$ cat src/rtl/cfg_lut_pkg.sv
// Shared types and constants for the serially reconfigurable LUT cell (cfg_lut_seq).
package cfg_lut_pkg;

  localparam int unsigned MAX_WIDTH = 6;

  typedef enum logic {
    ST_RUN  = 1'b0,
    ST_LOAD = 1'b1
  } state_t;

  function automatic int unsigned lut_bits(input int unsigned width);
    return 32'd1 << width;
  endfunction

endpackage

$ cat src/rtl/cfg_lut_ctrl.sv
// Load controller for cfg_lut_seq: FSM, beat counter, handshake and commit strobe.
module cfg_lut_ctrl
  import cfg_lut_pkg::*;
#(
  parameter int unsigned WIDTH = 4
) (
  input  logic             i_clk,
  input  logic             i_arst_n,
  input  logic             i_start,
  input  logic             i_valid,
  output logic             o_ready,
  output logic             o_busy,
  output logic             o_done,
  output logic             o_accept,
  output logic             o_commit,
  output logic [WIDTH-1:0] o_idx
);

  localparam logic [WIDTH:0] LAST = (WIDTH+1)'(lut_bits(WIDTH) - 1);

  state_t           r_state;
  state_t           w_state_nx;
  logic [WIDTH:0]   r_count;
  logic [WIDTH:0]   w_count_nx;
  logic             r_done;

  always_ff @(posedge i_clk or negedge i_arst_n) begin
    if (!i_arst_n) begin
      r_state <= ST_RUN;
      r_count <= '0;
      r_done  <= 1'b0;
    end else begin
      r_state <= w_state_nx;
      r_count <= w_count_nx;
      r_done  <= o_commit;
    end
  end

  // A start pulse always wins over a coincident beat, including the final one.
  always_comb begin
    w_state_nx = r_state;
    w_count_nx = r_count;
    o_accept   = 1'b0;
    o_commit   = 1'b0;
    case (r_state)
      ST_RUN: begin
        if (i_start) begin
          w_state_nx = ST_LOAD;
          w_count_nx = '0;
        end
      end
      ST_LOAD: begin
        if (i_start) begin
          w_count_nx = '0;
        end else if (i_valid) begin
          o_accept   = 1'b1;
          w_count_nx = r_count + 1'b1;
          if (r_count == LAST) begin
            o_commit   = 1'b1;
            w_state_nx = ST_RUN;
          end
        end
      end
    endcase
  end

  assign o_ready = (r_state == ST_LOAD);
  assign o_busy  = (r_state == ST_LOAD);
  assign o_done  = r_done;
  assign o_idx   = r_count[WIDTH-1:0];

endmodule

$ cat src/rtl/cfg_lut_seq.sv
// Serially configurable k-input LUT with shadow-table reload.
// Optional table readback during load enabled by defining CFG_LUT_READBACK_EN.
module cfg_lut_seq
  import cfg_lut_pkg::*;
#(
  parameter int unsigned                 WIDTH = 4,
  parameter logic [lut_bits(WIDTH)-1:0]  INIT  = '0
) (
  input  logic             CLK,
  input  logic             ARST_N,
  input  logic [WIDTH-1:0] A,
  output logic             Y,
  output logic             Y_VALID,
  input  logic             CFG_START,
  input  logic             CFG_DATA,
  input  logic             CFG_VALID,
  output logic             CFG_READY,
  output logic             CFG_DONE,
`ifdef CFG_LUT_READBACK_EN
  output logic             RB_DATA,
`endif
  output logic             CFG_BUSY
);

  localparam int unsigned NBITS = lut_bits(WIDTH);

  if (WIDTH < 1 || WIDTH > MAX_WIDTH) begin : g_bad_width
    $error("cfg_lut_seq: WIDTH out of range");
  end

  logic [NBITS-1:0] r_active;
  logic [NBITS-1:0] r_shadow;
  logic [NBITS-1:0] w_merged;
  logic             r_y;
  logic             r_y_valid;
  logic             w_accept;
  logic             w_commit;
  logic [WIDTH-1:0] w_idx;

  cfg_lut_ctrl #(.WIDTH(WIDTH)) u_ctrl (
    .i_clk    (CLK),
    .i_arst_n (ARST_N),
    .i_start  (CFG_START),
    .i_valid  (CFG_VALID),
    .o_ready  (CFG_READY),
    .o_busy   (CFG_BUSY),
    .o_done   (CFG_DONE),
    .o_accept (w_accept),
    .o_commit (w_commit),
    .o_idx    (w_idx)
  );

  // The final beat is folded in directly so the commit needs no extra cycle.
  always_comb begin
    w_merged        = r_shadow;
    w_merged[w_idx] = CFG_DATA;
  end

  always_ff @(posedge CLK or negedge ARST_N) begin
    if (!ARST_N) begin
      r_active  <= INIT;
      r_shadow  <= '0;
      r_y       <= 1'b0;
      r_y_valid <= 1'b0;
    end else begin
      r_y       <= r_active[A];
      r_y_valid <= 1'b1;
      if (w_accept) r_shadow[w_idx] <= CFG_DATA;
      if (w_commit) r_active <= w_merged;
    end
  end

  assign Y       = r_y;
  assign Y_VALID = r_y_valid;

`ifdef CFG_LUT_READBACK_EN
  assign RB_DATA = CFG_BUSY ? r_active[w_idx] : 1'b0;
`endif

endmodule

$ cat config.mk
export PLATFORM = sky130hd
export DESIGN_NAME = cfg_lut_seq
export DESIGN_NICKNAME = d
export VERILOG_FILES = /design/src/rtl/cfg_lut_pkg.sv /design/src/rtl/cfg_lut_ctrl.sv /design/src/rtl/cfg_lut_seq.sv
export SDC_FILE = /design/constraint.sdc
export NUM_CORES = 1
export LEC_CHECK = 0
export BUFFER_PORTS_ARGS = -buffer_cell sky130_fd_sc_hd__buf_2
export CAP_MARGIN = 5
export CORE_MARGIN = 5
export CORE_UTILIZATION = 31
export DETAILED_ROUTE_END_ITERATION = 6
export PLACE_DENSITY = 0.54
export SYNTH_ARGS = -nofsm -noshare
export SYNTH_HDL_FRONTEND = slang
export SYNTH_SLANG_ARGS = --single-unit
$ cat constraint.sdc
create_clock -name CLK -period 2.45 [get_ports CLK]
set_clock_uncertainty 0.1 [all_clocks]
set_input_delay 0.1225 -clock CLK [delete_from_list [all_inputs] [get_ports CLK]]
set_output_delay 0.1225 -clock CLK [all_outputs]
set_load 0.03 [all_outputs]
==> results of run 1 <==
==> routing by layer <==
metal	share of wire [%]	wire [um]	up-vias	global-route usage, %
met2	41	1700	20	13.9
li1	-	-	700	-
met1	53	2160	656	15.7
met5	0	0	-	0
met3	4.4	181	7	2.90
met4	1.3	54	0	3.25
==> state kept, by name, indices dropped and copies added (netlist names) <==
name            flops
Y_VALID             1
u_ctrl.r_count      5
u_ctrl.o_done       1
r_active           16
Y                   1
u_ctrl.o_busy       1
r_shadow           16
==> worst max-delay path by stage <==
stage	start	to	slack, ps
after floorplan	u_ctrl.r_count[0]	r_active[11]	640
after global placement	u_ctrl.r_count[0]	u_ctrl.o_busy	570
after detailed placement	u_ctrl.r_count[0]	u_ctrl.o_busy	540
after CTS	u_ctrl.r_count[0]	u_ctrl.o_busy	510
after global routing	u_ctrl.r_count[1]	r_active[7]	390
final	u_ctrl.r_count[0]	r_active[15]	520
==> placed cells by master, fill, tap and decap left out, types with 5 or more instances in the layout <==
cell,n
dfrtp_1,41
mux2i_1,19
nand2_1,19
nand3_1,18
o21ai_0,17
buf_2,13
nand3b_1,8
mux2_2,6
clkbuf_8,6
nor2_1,5
mux2_1,5
mux2_4,5
ha_1,5
==> through the flow <==
stage	hold WS (ps)	setup slack, ps	util (%)	cell area, um^2	std cells
after global routing	53.2	388	35.0	2380	299
after floorplan	-273	637	-	2160	195
after global placement	222	567	33.3	2260	289
after CTS	23.2	514	35.0	2380	299
final	22.5	524	35.0	2380	299
after detailed placement	221	536	33.3	2260	289
==> area by class of cell <==
cell class	instances	share of cell area, %
tap	96	5.05
clock buffer	7	3.63
inverter	4	0.632
timing repair buffer	19	4.95
sequential	41	43.2
multi-input combinational	132	42.6
==> worst register-to-register path, stage by stage, from the launching register on <==
cell	delay, ps
dfrtp_1	420
ha_1	320
and3_1	250
ha_1	180
nand4b_1	80
buf_4	290
o21ai_0	160
==> power by group through the flow <==
stage	Combinational [mW]	Sequential [mW]	Clock (mW)
after floorplan	0.0879	0.729	0
after global placement	0.129	0.730	0
after detailed placement	0.130	0.732	0
after CTS	0.134	0.718	0.468
after global routing	0.150	0.722	0.494
final	0.130	0.718	0.449
==> cell families after synthesis <==
family | count (synthesis) | synth area share [%]
adder cells (fa/ha/maj) | 5 | 2.89
flip-flops | 41 | 47.4
AO/OA/AOI/OAI | 21 | 5.03
XOR/XNOR | 2 | 0.809
other | 1 | 0.173
AND/OR/NAND/NOR | 64 | 15.7
buffers and inverters | 22 | 5.84
multiplexers | 39 | 22.1
==> repair_timing <==
action | in CTS | in global routing
hold buffers | 3 | 0
endpoints found under the hold margin | 45 | 0
gates resized for setup | 0 | 0
==> impl_metrics.csv, run 1 <==
group,metric,value,unit
synthesis,syn_area,2160,um^2
synthesis,ys_ff_latch,41,
power_and_ir_drop,leakage,1.11,nW
worst_setup_path,crit_family,"adder cells",
power_and_ir_drop,p_total,1.30,mW
clock_network,clock_latency,290,ps
synthesis,seq_area_frac_synth,47.4,%
power_and_ir_drop,power.internal,0.980,mW
worst_setup_path,reg2reg_to,"r_active[15]",
sta,hold_viol_final,0,
global_routing,grt_start_max_net_pins,42,
sta,rsz0062_at_grt,"false",
power_and_ir_drop,combPwrFrac,10.0,%
worst_setup_path,ff2ff_path_depth,6,
clock_network,clk_pin_slew,80,ps
synthesis,synthCells,195,
global_routing,antenna_found_initial,0,
status,run_status,"complete, no violations",
synthesis,synth.most_common_cell,"dfrtp_1",
synthesis,synthTopCellsByCount,"41 x dfrtp_1, 19 x mux2i_1, 19 x nand2_1",
power_and_ir_drop,power_switching,0.317,mW
global_routing,grt_overflow,0,
detailed_routing,via_per_inst,4.63,
job,drv_cap,0,
detailed_routing,ant_nets,0,
synthesis,synthFlopType,"dfrtp_1",
placed_design,hpwl,2750,um
global_routing,grt_usage,10.3,%
worst_setup_path,r2r_slack,520,ps
worst_setup_path,cp.depth,6,
power_and_ir_drop,switching_share,24.5,%
worst_setup_path,worstPathCellList,"ha_1 > and3_1 > ha_1 > nand4b_1 > buf_4 > o21ai_0",
sta,fmax,519,MHz
worst_hold_path,whs_path_depth,2,
synthesis,synth_nets,209,
worst_setup_path,worstPathRequired,2510,ps
clock_network,tritoncts,"yes",
clock_network,cts_buffers,5,
worst_setup_path,crit_buf_inv,1,
worst_setup_path,crit_top_cell,"ha_1",
clock_network,cts.sinks,41,
worst_hold_path,hold_end,"u_ctrl.r_count[4]",
power_and_ir_drop,p_seq_share,55.4,%
cells_and_area,n_antenna_cell,0,
sta,worst_slew_pin_slew,919,ps
sta,maxSlewHeadroom,38.8,%
cells_and_area,drive_gt1_share,18.7,%
detailed_routing,vias,1383,
worst_hold_path,hold_path_startpoint,"CFG_VALID",
floorplanning,rows,30,
cells_and_area,multiInputGateArea,1010,um^2
worst_setup_path,cp.arrival,1990,ps
power_and_ir_drop,p_per_area,546,nW/um^2
global_routing,grt_pass1_vias,1326,
worst_setup_path,path_class,"flip-flop to flip-flop",
sta,setup_viol,0,
synthesis,yosys_warnings,0,
worst_setup_path,slowest_delay,420,ps
clock_network,htreeDepth,2,
global_routing,grt_pass1_wl,7070,um
detailed_routing,wl_per_cell,13.7,um
detailed_routing,drt_pass1_iterations,4,
floorplanning,die_w,93.6,um
clock_network,clockBufferDepth,2,
synthesis,async_flop_share,100,%
placed_design,port-buffer-count,13,
sta,fin_setup_tns,0,ps
cells_and_area,fillers,681,
floorplanning,die_y,93.6,um
synthesis,yosysTopAreaCellShare,47.4,%
worst_hold_path,min_path_type,"input port to flip-flop",
floorplanning,core-area,6790,um^2
synthesis,synth_cell_types,34,
detailed_routing,drc,0,
cells_and_area,nets,217,
cells_and_area,syn_to_final_growth,9.83,%
synthesis,synth_enable_flop_cells,0,
worst_setup_path,r2r-start,"u_ctrl.r_count[0]",
worst_setup_path,end_kind,"flip-flop",
sta,slew_viol_final,0,
floorplanning,dieArea,8750,um^2
synthesis,synth_top_area_cell,"dfrtp_1",
worst_setup_path,start_kind,"flip-flop",
worst_setup_path,worst_path_max_delay_cell,"dfrtp_1",
synthesis,syn_area_per_cell,11.1,um^2
floorplanning,io_pins,14,
clock_network,post_cts_buffers,0,
detailed_routing,drtIter0Drc,90,
placed_design,gp_congestion,0.748,
power_and_ir_drop,peakVddDrop,0.156,mV
sta,min_period_over_period,78.6,%
synthesis,synthTopCellsByArea,"dfrtp_1 47%, mux2i_1 8.8%, nand3_1 4.2%",
power_and_ir_drop,clock_power_share,34.6,%
detailed_routing,wl,4100,um
clock_network,root_buffer,"clkbuf_8",
worst_setup_path,crit_fanout,33,
sta,period_minus_slack,1930,ps
floorplanning,initial_utilization,31.9,%
cells_and_area,regArea,1030,um^2
No activity file was read; power rests on OpenSTA's default activity.
==> inputs of run 2 (changes only) <==
Settings changed: PLACE_DENSITY 0.54 to 0.56.
Clock period 2.45 ns to 1.6 ns, I/O delays scaled along.
==> run 2 against run 1 <==
The run now ends with negative setup slack left; cell count is 8.7% higher; fmax increased by 14%; utilization grew 7.9 points; non-clock buffer count grew 24; global-route usage up 2.1 points; combinational power rose by 140%.
==> impl_metrics.csv, run 2 (synthesis gave the netlist of run 1 again) <==
group,metric,value,unit
cells_and_area,final_core_util,42.9,%
worst_setup_path,end_kind,"flip-flop",
sta,period_minus_slack,1680,ps
detailed_routing,vias,1551,
placed_design,pre_cts_ws,-104,ps
cells_and_area,final_common_cell,"dfrtp_1",
power_and_ir_drop,p_per_area,795,nW/um^2
sta,min_period_over_period,105,%
placed_design,gp_congestion,0.716,
clock_network,cts.sinks,41,
global_routing,grt_usage,12.4,%
cells_and_area,fillers,634,
clock_network,clk_pin_slew,90,ps
floorplanning,dieArea,8750,um^2
clock_network,htreeDepth,2,
sta,setup_viol,21,
floorplanning,rows,30,
placed_design,port-buffer-count,13,
worst_setup_path,r2r_slack,-80,ps
cells_and_area,top_regs,"r_active x16, r_shadow x16, u_ctrl.r_count x5",
sta,slew_viol_final,0,
global_routing,antenna_found_initial,0,
clock_network,cts_buffers,5,
status,run_status,"complete, but fails checks",
worst_setup_path,slowest_delay,420,ps
status,violations,"negative setup slack",
job,drv_cap,0,
worst_setup_path,crit_top_cell,"ha_4",
sta,worst_slew_pin_slew,554,ps
global_routing,grt_pass1_wl,8390,um
sta,setup_slack,-82.5,ps
power_and_ir_drop,leakage,1.31,nW
power_and_ir_drop,p_total,2.32,mW
cells_and_area,nets,242,
power_and_ir_drop,peakVddDrop,0.307,mV
worst_setup_path,crit_family,"flip-flops",
detailed_routing,drt_pass1_iterations,4,
global_routing,grt_overflow,0,
worst_setup_path,crit_fanout,8,
placed_design,hpwl,3040,um
worst_setup_path,worstPathCellList,"ha_4 > and3_4 > ha_4 > nand4b_1 > buf_4 > buf_6 > nand2_2 > o21ai_1",
detailed_routing,drc,0,
detailed_routing,drtIter0Drc,124,
placed_design,dp.cells,305,
sta,maxSlewHeadroom,63.0,%
cells_and_area,instances_no_fill,325,
worst_setup_path,start_kind,"flip-flop",
cells_and_area,drive_gt1_share,48.9,%
detailed_routing,wl_per_cell,16.0,um
worst_setup_path,worst_path_max_delay_cell,"dfrtp_1",
sta,timing.hold.ws,6.56,ps
sta,hold_viol_final,0,
detailed_routing,ant_nets,0,
cells_and_area,n_antenna_cell,0,
clock_network,clockBufferDepth,2,
global_routing,grt_start_max_net_pins,42,
cells_and_area,mostFrequentLayoutCells,"40 x dfrtp_1, 19 x mux2i_1, 15 x buf_4",
cells_and_area,syn_to_final_growth,34.7,%
sta,rsz0062_at_grt,"true",
clock_network,clock_latency,300,ps
worst_setup_path,worstPathRequired,1700,ps
floorplanning,die_y,93.6,um
detailed_routing,wl,5200,um
floorplanning,core-area,6790,um^2
worst_hold_path,min_path_type,"input port to flip-flop",
detailed_routing,via_per_inst,4.77,
sta,fmax,594,MHz
clock_network,tritoncts,"yes",
floorplanning,initial_utilization,31.9,%
worst_setup_path,crit_buf_inv,2,
clock_network,root_buffer,"clkbuf_8",
worst_setup_path,path_class,"flip-flop to flip-flop",
floorplanning,die_w,93.6,um
global_routing,grt_pass1_vias,1601,
floorplanning,io_pins,14,
worst_setup_path,cp.arrival,1780,ps
## run 2: timing repair
action / 4_1_cts / 5_1_grt
setup endpoints to repair: 29 / 34
hold endpoints to repair: 47 / 0
buffers inserted: 5 / 3
cloned: 2 / 2
pin swaps: 17 / 5
gates resized for setup: 57 / 25
hold buffers: 3 / 0
## run 2: layout make-up
type	instances	area (um^2)	area share, %
clock buffer	6	82.6	2.83
inverter	4	23.8	0.815
sequential	41	1030	35.2
tap	96	120	4.12
timing repair buffer	43	377	12.9
clock inverter	2	37.5	1.29
multi-input combinational	133	1250	42.8
## run 2: routing by layer
metal,vias up,GRT usage [%],part of all wire (%)
li1,751,-,-
met1,756,17.8,49
met2,39,18.6,46
met3,5,3.38,4.7
met4,0,2.89,0.69
met5,-,0,0
## run 2: worst paths after layout
check	start	endpoint	depth (start not counted)
setup / recovery	u_ctrl.r_count[0]	r_active[9]	8
hold reg to reg	r_active[11]	r_active[11]	2
min in group asynchronous	ARST_N	r_shadow[5]	3
setup reg to reg	u_ctrl.r_count[0]	r_active[9]	8
max in group asynchronous	ARST_N	u_ctrl.o_busy	3
hold / removal	A[3]	Y	3
## run 2: tightest hold or removal path: stages
cell	delay (ps)
buf_2	100
mux2i_1	70
mux2i_1	120
## run 2: power breakdown
part | internal, mW | switching, mW | total, mW | leakage, nW
combinational | 0.161 | 0.155 | 0.316 | 0.696
sequential | 1.08 | 0.0264 | 1.10 | 0.557
clock | 0.508 | 0.391 | 0.898 | 0.0574
total | 1.74 | 0.572 | 2.32 | 1.31
## run 2: stage by stage
stage | area, um^2 | TNS (ps)
2_1_floorplan | 2220 | -1210
4_1_cts | 2820 | -991
3_5_place_dp | 2440 | -1820
3_3_place_gp | 2440 | -764
6_report | 2920 | -1180
5_1_grt | 2920 | -2550
==> inputs of run 3 (changes only) <==
Settings changed: SETUP_SLACK_MARGIN set to 0.15.
==> run 3 against run 2 <==
The run still ends with negative setup slack left; first-iteration DRC count down 12%; sequential power about the same; via count up 0.84%; combinational power up 3%; cell count up 1.2%; non-clock buffer count up 5; flip-flop and latch count unchanged; routed wire length down 2.2%; global-route usage up 0.13 points; total power up 0.52%; count of clock-buffer cells in the layout unchanged; fmax up 4.7%.
==> impl_metrics.csv, run 3 (synthesis gave the netlist of run 1 again) <==
group,metric,value,unit
placed_design,gp_congestion,0.701,
cells_and_area,final_cell_area,2960,um^2
placed_design,hpwl,3130,um
power_and_ir_drop,p_per_area,787,nW/um^2
clock_network,cts.sinks,41,
detailed_routing,ant_nets,0,
floorplanning,die_y,93.6,um
clock_network,root_buffer,"clkbuf_8",
clock_network,htreeDepth,2,
power_and_ir_drop,leakage,1.36,nW
worst_setup_path,ff2ff_path_depth,7,
worst_setup_path,path_class,"flip-flop to flip-flop",
cells_and_area,nets,246,
sta,maxSlewHeadroom,66.0,%
worst_setup_path,worstPathRequired,1730,ps
cells_and_area,top_regs,"r_active x16, r_shadow x16, u_ctrl.r_count x5",
worst_setup_path,crit_fanout,33,
sta,rsz0062_at_grt,"true",
global_routing,grt_usage,12.6,%
sta,setup_slack,-6.61,ps
worst_hold_path,min_path_type,"input port to flip-flop",
worst_setup_path,r2r_slack,-7,ps
detailed_routing,via_per_inst,4.75,
power_and_ir_drop,peakVddDrop,0.519,mV
power_and_ir_drop,clock_power_share,38.5,%
sta,hold_viol_final,0,
worst_setup_path,r2r-start,"u_ctrl.r_count[0]",
clock_network,clk_pin_slew,80,ps
clock_network,clockBufferDepth,2,
sta,worst_slew_pin_slew,510,ps
sta,min_period_over_period,100,%
power_and_ir_drop,power.internal,1.76,mW
cells_and_area,n_antenna_cell,0,
clock_network,clock_latency,300,ps
floorplanning,core-area,6790,um^2
clock_network,tritoncts,"yes",
placed_design,placed_cell_area,2530,um^2
power_and_ir_drop,combPwrFrac,14.1,%
worst_setup_path,end_kind,"flip-flop",
worst_setup_path,start_kind,"flip-flop",
worst_setup_path,reg2reg_to,"u_ctrl.o_busy",
worst_setup_path,cp.arrival,1740,ps
cells_and_area,mostFrequentLayoutCells,"37 x dfrtp_1, 21 x buf_4, 19 x mux2i_1, 19 x nand2_1, 17 x o21ai_0",
floorplanning,io_pins,14,
sta,fmax,622,MHz
power_and_ir_drop,switching_share,24.6,%
status,violations,"negative setup slack",
detailed_routing,vias,1564,
global_routing,antenna_found_initial,0,
sta,slew_viol_final,0,
sta,setup_viol,1,
clock_network,cts_buffers,5,
cells_and_area,drive_gt1_share,43.3,%
cells_and_area,syn_to_final_growth,36.6,%
cells_and_area,final_core_util,43.5,%
global_routing,grt_start_max_net_pins,34,
global_routing,grt_pass1_vias,1577,
power_and_ir_drop,power_switching,0.573,mW
cells_and_area,final_common_cell,"dfrtp_1",
global_routing,grt_overflow,0,
global_routing,grt_pass1_wl,8420,um
floorplanning,die_w,93.6,um
sta,timing.hold.ws,7.53,ps
detailed_routing,drt_pass1_iterations,4,
floorplanning,rows,30,
job,drv_cap,0,
detailed_routing,drtIter0Drc,109,
sta,fin_setup_tns,-6.61,ps
worst_setup_path,cp-endpoint,"u_ctrl.o_busy",
placed_design,port-buffer-count,13,
status,run_status,"complete, but fails checks",
detailed_routing,wl,5080,um
floorplanning,dieArea,8750,um^2
power_and_ir_drop,p_seq_share,47.5,%
worst_setup_path,startpoint,"u_ctrl.r_count[0]",
floorplanning,initial_utilization,31.9,%
sta,period_minus_slack,1610,ps
detailed_routing,wl_per_cell,15.4,um
detailed_routing,drc,0,
run 3: routing by layer:
metal / up-vias / wire length (um) / track usage (%)
li1: 757 / - / -
met1: 775 / 2550 / 18.6
met2: 25 / 2290 / 17.9
met3: 7 / 170 / 3.30
met4: 0 / 70 / 3.61
met5: - / 0 / 0
run 3: repair_timing:
| item | in CTS | in global routing |
|---|---|---|
| pin swaps | 2 | 7 |
| hold buffers | 4 | 0 |
| hold endpoints to repair | 24 | 0 |
| gates resized for setup | 18 | 15 |
| cloned | 2 | 0 |
| buffers inserted | 8 | 2 |
| setup endpoints to repair | 34 | 36 |
run 3: worst min-delay path by stage:
stage          startpoint                end  slack (ps)  cells after the start
6_report             A[3]                  Y           8                      3
5_1_grt              A[3]                  Y           9                      3
4_1_cts         CFG_VALID  u_ctrl.r_count[4]         -50                      2
3_5_place_dp       ARST_N  u_ctrl.r_count[3]         -20                      1
3_3_place_gp       ARST_N  u_ctrl.r_count[3]         -20                      1
2_1_floorplan      ARST_N                  Y        -320                      0
run 3: power by group through the flow:
stage | Clock, mW | Sequential, mW | Combinational (mW)
2_1_floorplan | 0 | 1.12 | 0.160
3_3_place_gp | 0 | 1.12 | 0.275
3_5_place_dp | 0 | 1.13 | 0.278
4_1_cts | 0.926 | 1.10 | 0.311
5_1_grt | 0.981 | 1.11 | 0.359
6_report | 0.896 | 1.11 | 0.327
run 3: stage by stage:
step | power, mW | std cells | setup WS [ps]
final | 2.33 | 329 | -6.61
after global routing | 2.45 | 329 | -78.6
after CTS | 2.34 | 327 | -17.0
after detailed placement | 1.40 | 305 | -11.5
after global placement | 1.40 | 305 | 7.05
after floorplan | 1.28 | 195 | -48.2
run 3: worst max-delay path: stages, from the launching register on:
cell and delay, ps:
dfrtp_2 450, ha_4 170, and3_4 180, ha_4 140, nand4b_1 130, buf_12 190
inv_1 80, nor2_1 100
run 3: area by class of cell:
cell class	count	area, um^2
Fill cell	646	3840
Timing Repair Buffer	48	463
Clock inverter	2	37.5
Multi-Input combinational cell	132	1210
Sequential cell	41	1030
Clock buffer	6	82.6
Tap cell	96	120
Inverter	4	15.0
